$ cat src/rtl/shift_deser_rx.sv
// Serial-to-parallel receiver with a one-entry valid/ready output buffer and sticky error flags.
// Optional even-parity trailer bit: define SHIFT_DESER_PARITY_EN.
module shift_deser_rx #(
    parameter  int WIDTH = 4,
    localparam int CNT_W = $clog2(WIDTH + 1)
) (
    input  logic             clk_i,
    input  logic             rst_ni,
    input  logic             sin_i,
    input  logic             sin_vld_i,
    input  logic             sof_i,
    input  logic             dir_i,
    output logic [WIDTH-1:0] dout_o,
    output logic             out_vld_o,
    input  logic             out_rdy_i,
    output logic             ovr_err_o,
    output logic             frm_err_o,
`ifdef SHIFT_DESER_PARITY_EN
    output logic             par_err_o,
`endif
    input  logic             err_clr_i
);

    typedef enum logic [1:0] {
        S_IDLE   = 2'd0,
        S_DATA   = 2'd1,
        S_PARITY = 2'd2
    } state_e;

    state_e             state_q, state_d;
    logic [WIDTH-1:0]   sr_q, sr_d;
    logic [CNT_W-1:0]   cnt_q, cnt_d;
    logic               dir_q, dir_d;
    logic [WIDTH-1:0]   dout_q, dout_d;
    logic               vld_q, vld_d;
    logic               ovr_q, ovr_d;
    logic               frm_q, frm_d;
`ifdef SHIFT_DESER_PARITY_EN
    logic               par_q, par_d;
    logic               par_set;
`endif

    logic               eff_dir;
    logic [WIDTH-1:0]   base;
    logic [WIDTH-1:0]   shifted;
    logic [WIDTH-1:0]   word;
    logic               done;
    logic               frm_set;
    logic               ovr_set;

    // A sof bit starts from a clean register so nothing of a dropped partial word leaks through.
    always_comb begin
        eff_dir = (sin_vld_i && sof_i) ? dir_i : dir_q;
        base    = sof_i ? '0 : sr_q;
        shifted = eff_dir ? {base[WIDTH-2:0], sin_i} : {sin_i, base[WIDTH-1:1]};
    end

    always_comb begin
        state_d = state_q;
        sr_d    = sr_q;
        cnt_d   = cnt_q;
        dir_d   = dir_q;
        word    = sr_q;
        done    = 1'b0;
        frm_set = 1'b0;
`ifdef SHIFT_DESER_PARITY_EN
        par_set = 1'b0;
`endif
        if (sin_vld_i) begin
            if (sof_i) begin
                frm_set = (state_q != S_IDLE);
                state_d = S_DATA;
                sr_d    = shifted;
                cnt_d   = CNT_W'(1);
                dir_d   = dir_i;
            end else begin
                case (state_q)
                    S_DATA: begin
                        sr_d = shifted;
                        if (cnt_q == CNT_W'(WIDTH - 1)) begin
                            cnt_d = '0;
`ifdef SHIFT_DESER_PARITY_EN
                            state_d = S_PARITY;
`else
                            state_d = S_IDLE;
                            done    = 1'b1;
                            word    = shifted;
`endif
                        end else begin
                            cnt_d = cnt_q + CNT_W'(1);
                        end
                    end
`ifdef SHIFT_DESER_PARITY_EN
                    S_PARITY: begin
                        state_d = S_IDLE;
                        if (^{sr_q, sin_i}) begin
                            par_set = 1'b1;
                        end else begin
                            done = 1'b1;
                            word = sr_q;
                        end
                    end
`endif
                    default: ;
                endcase
            end
        end
    end

    // Output buffer: a completion while the old word is still held and not taken is an overrun.
    always_comb begin
        vld_d   = vld_q;
        dout_d  = dout_q;
        ovr_set = 1'b0;
        if (vld_q && out_rdy_i) vld_d = 1'b0;
        if (done) begin
            if (vld_q && !out_rdy_i) begin
                ovr_set = 1'b1;
            end else begin
                dout_d = word;
                vld_d  = 1'b1;
            end
        end
        ovr_d = ovr_set | (ovr_q & ~err_clr_i);
        frm_d = frm_set | (frm_q & ~err_clr_i);
`ifdef SHIFT_DESER_PARITY_EN
        par_d = par_set | (par_q & ~err_clr_i);
`endif
    end

    always_ff @(posedge clk_i or negedge rst_ni) begin
        if (!rst_ni) begin
            state_q <= S_IDLE;
            sr_q    <= '0;
            cnt_q   <= '0;
            dir_q   <= 1'b0;
            dout_q  <= '0;
            vld_q   <= 1'b0;
            ovr_q   <= 1'b0;
            frm_q   <= 1'b0;
`ifdef SHIFT_DESER_PARITY_EN
            par_q   <= 1'b0;
`endif
        end else begin
            state_q <= state_d;
            sr_q    <= sr_d;
            cnt_q   <= cnt_d;
            dir_q   <= dir_d;
            dout_q  <= dout_d;
            vld_q   <= vld_d;
            ovr_q   <= ovr_d;
            frm_q   <= frm_d;
`ifdef SHIFT_DESER_PARITY_EN
            par_q   <= par_d;
`endif
        end
    end

    assign dout_o    = dout_q;
    assign out_vld_o = vld_q;
    assign ovr_err_o = ovr_q;
    assign frm_err_o = frm_q;
`ifdef SHIFT_DESER_PARITY_EN
    assign par_err_o = par_q;
`endif

endmodule

$ cat config.mk
export PLATFORM = sky130hd
export DESIGN_NAME = shift_deser_rx
export DESIGN_NICKNAME = d
export VERILOG_FILES = /design/src/rtl/shift_deser_rx.sv
export SDC_FILE = /design/constraint.sdc
export NUM_CORES = 1
export LEC_CHECK = 0
export CORE_MARGIN = 5
export CORE_UTILIZATION = 33
export CTS_CLUSTER_DIAMETER = 50
export DETAILED_ROUTE_END_ITERATION = 7
export GPL_TIMING_DRIVEN = 0
export HOLD_SLACK_MARGIN = 0.03
export SLEW_MARGIN = 0
export SYNTH_ARGS = -nofsm -noshare
export SYNTH_HDL_FRONTEND = slang
export SYNTH_SLANG_ARGS = --single-unit
$ cat constraint.sdc
create_clock -name clk_i -period 1.4 [get_ports clk_i]
set_input_delay 0.35 -clock clk_i [delete_from_list [all_inputs] [get_ports clk_i]]
set_output_delay 0.35 -clock clk_i [all_outputs]
set_load 0.05 [all_outputs]
==> Flow_metrics.wiki <==
{| class="wikitable"
! Metric !! Value
|-
| Number of antenna violations at the first check in global routing || 0
|-
| Total of hold buffers inserted after clock tree synthesis || 0
|-
| Worst Hold Margin || 500 ps
|-
| Nets in the synthesized netlist || 73
|-
| Maximum fanout count along the critical path || 3
|-
| Area of the die || 3480 um2
|-
| Crit path arrival time || 1620 ps
|-
| Fraction of layout instances using a drive strength above 1 || 46.6%
|-
| Post-synth EDFFs || 0
|-
| Syn avg cell area || 12.4 um2
|-
| Number of vias in the routed layout || 583
|-
| Multiplexer share of the synthesized area || 17.9%
|-
| Minimum setup slack in the final design || -32.5 ps
|-
| Diode insertion count for antenna repair || 0
|-
| Area of the core || 2250 um2
|-
| Share of synthesized flip-flops with an asynchronous set or reset || 100%
|-
| Failing checks || setup timing
|-
| Final Cycle Share || 102%
|-
| Timing startpoint of the critical path || cnt_q[0]
|-
| FF-to-FF Start || cnt_q[0]
|-
| Most common cell after layout, fill and taps aside || dfrtp_1
|-
| Final Routed Wirelength || 1680 um
|-
| Max Clock Skew || 1.54 ps
|-
| Detailed router's first-iteration violation count || 2
|-
| Final setup violating endpoints || 5
|-
| P per Cell Area || 1630 nW/um2
|-
| Wire length of the first global-routing pass || 2850 um
|-
| Cell-internal power || 1.08 mW
|-
| Maximum VDD drop || 1.14 mV
|-
| Critical path startpoint category || register
|-
| Gate count of the mapped netlist || 64
|-
| Layout net count || 98
|-
| Number of pins exceeding their max-slew limit in the final report || 0
|-
| Placed instance count || 106
|-
| Final hold viol count || 0
|-
| Most frequent cells in the layout || dfrtp_1, buf_2, buf_4, inv_1, mux2_4
|-
| Mean number of vias per cell || 5.03
|-
| Post-CTS clock slew at the launch and capture registers of the worst setup and hold paths || 90 ps
|-
| Max Fclk || 0.698 GHz
|-
| Clock network latency to the later pin of the worst-skew pair || 290 ps
|-
| Biggest area contributors in the synthesized netlist || dfrtp_1, mux2_2, mux2i_1, nor4b_4, inv_1
|-
| Area after detailed placement || 968 um2
|-
| Routed wire length per instance || 14.5 um
|-
| Critical path class || reg -> reg
|-
| Relative slew slack || 49.4%
|-
| Vertical die dimension || 59.0 um
|-
| Die X || 59.0 um
|-
| Overall track demand over capacity in global routing || 11.2%
|-
| Distinct cells, synth || 28
|-
| IO Count || 15
|-
| Final-layout setup total negative slack || -153 ps
|-
| CTS H-Tree Depth || 1
|-
| Gate power share || 44.2%
|-
| Worst min-delay path category || in -> async
|-
| CTS tree || yes
|-
| Fraction of power consumed by the clock network || 17.4%
|-
| Max Cap Viol || 0
|-
| Clock tree root driver cell || clkbuf_4
|-
| Kind of capture point of the worst setup path || register
|-
| Largest family of logic cells by synthesized area || multiplexers
|-
| Post-synthesis adder-cell area fraction || 1.58%
|-
| Flops & latches, synth || 16
|-
| Initial core utilization || 35.1%
|-
| Number of clock sinks || 16
|-
| Util after Layout || 47.1%
|-
| Data required time of the worst path || 1580 ps
|-
| Number of nets still failing antenna checks after routing || 0
|-
| Residual DRC count || 0
|-
| Post-layout minimum cycle time || 1430 ps
|-
| Commonest register cell after synthesis || dfrtp_1
|-
| Unrepaired setup endpoints after global routing || true
|-
| XOR/XNOR Fraction of Synth Area || 0%
|-
| Non-filler cells, final || 116
|-
| Largest net degree at the start of global routing || 17
|-
| Result of the run || finished, violations left
|-
| Cell type with the highest aggregate area in the netlist || dfrtp_1
|-
| Post-place setup slack || -538 ps
|-
| Complex-gate fraction of the synthesized area || 11.2%
|-
| Area share of the largest cell type after synthesis || 50.6%
|-
| Psw || 0.648 mW
|-
| Total design power || 1.73 mW
|-
| Portion of the post-synthesis area used by sequential elements || 50.6%
|-
| Count of input and output buffers || 14
|-
| Share of power burned in registers || 38.4%
|-
| Clock Tree Buf Depth || 2
|-
| Placer Congestion || 0.697
|-
| Total overflow reported by the global router || 0
|-
| Mapped cell area || 792 um2
|-
| Sum of net half-perimeters after detailed placement || 1150 um
|-
| Share of total power consumed by net switching || 37.5%
|-
| Row cnt || 17
|-
| Total CTS buffers || 3
|-
| Layout overhead on the synthesized area || 34.1%
|-
| Leakage power || 0.517 nW
|-
| Via count of the first global-routing pass || 626
|-
| Yosys Warn Count || 0
|-
| Worst slew pin tran || 757 ps
|-
| Area fraction in and, or, nand and nor cells after synthesis || 13.4%
|-
| Post-route cell area || 1060 um2
|-
| Number of iterations in the first detailed-routing pass || 2
|}
-- power groups by stage --
| stage | clock (mW) | sequential (mW) | combinational (mW) |
|---|---|---|---|
| 2_1_floorplan | 0 | 0.867 | 0.261 |
| 3_3_place_gp | 0 | 0.663 | 0.674 |
| 3_5_place_dp | 0 | 0.664 | 0.682 |
| 4_1_cts | 0.314 | 0.664 | 0.757 |
| 5_1_grt | 0.342 | 0.683 | 0.824 |
| 6_report | 0.301 | 0.663 | 0.763 |
-- Yosys cell counts, types with 2 or more instances --
library cell / n
inv_1: 5
o211ai_1: 2
o22ai_1: 3
mux2i_1: 4
mux2_2: 9
dfrtp_1: 16
nand2_1: 2
a21boi_0: 2
nor2_1: 2
-- sequential cells by signal (all words and copies together), names as in the netlist --
register and flops:
cnt_q 3, dir_q 1, dout_o 4, frm_err_o 1, out_vld_o 1, ovr_err_o 1
sr_q 4, state_q 1
-- layer usage --
metal | wire (um) | track usage [%]
met1 | 726 | 11.6
met2 | 800 | 19.2
met4 | 27 | 3.88
met3 | 130 | 5.66
met5 | 0 | 0
-- worst paths after layout --
kind                        endpoint  slack, ps  cells past startpoint
setup / recovery            cnt_q[0]        -30                      6
hold / removal               sr_q[0]        500                      1
setup reg to reg            cnt_q[0]        -30                      6
hold reg to reg              sr_q[0]        510                      1
max in group asynchronous  out_vld_o        380                      1
min in group clk_i           sr_q[0]        510                      1
-- cell families after synthesis --
logic type / after synthesis
and+or+nand+nor: 14
DFF: 16
muxes: 13
buffers and inverters: 8
adders and majority gates: 1
AOI/OAI and AO/OA: 12
-- critical path, stage by stage (launching register included) --
cell	delay, ps
dfrtp_1	410
ha_4	170
nand2b_4	70
buf_4	130
buf_4	130
a31o_2	230
a22o_2	200
-- what timing repair did --
item | in CTS | in global routing
pin swaps | 3 | 3
buffers inserted | 4 | 2
resized for setup | 33 | 18
hold endpoints to repair | 0 | 0
endpoints found under the setup margin | 16 | 16
-- layout make-up --
type / count / area, um2
Fill cell: 245 / 1190
Sequential cell: 16 / 402
Multi-Input combinational cell: 40 / 390
Timing Repair Buffer: 20 / 150
Clock buffer: 4 / 36.3
Tap cell: 28 / 35.0
Buffer: 3 / 30.0
Inverter: 5 / 18.8
No activity file was read; power rests on OpenSTA's default activity.
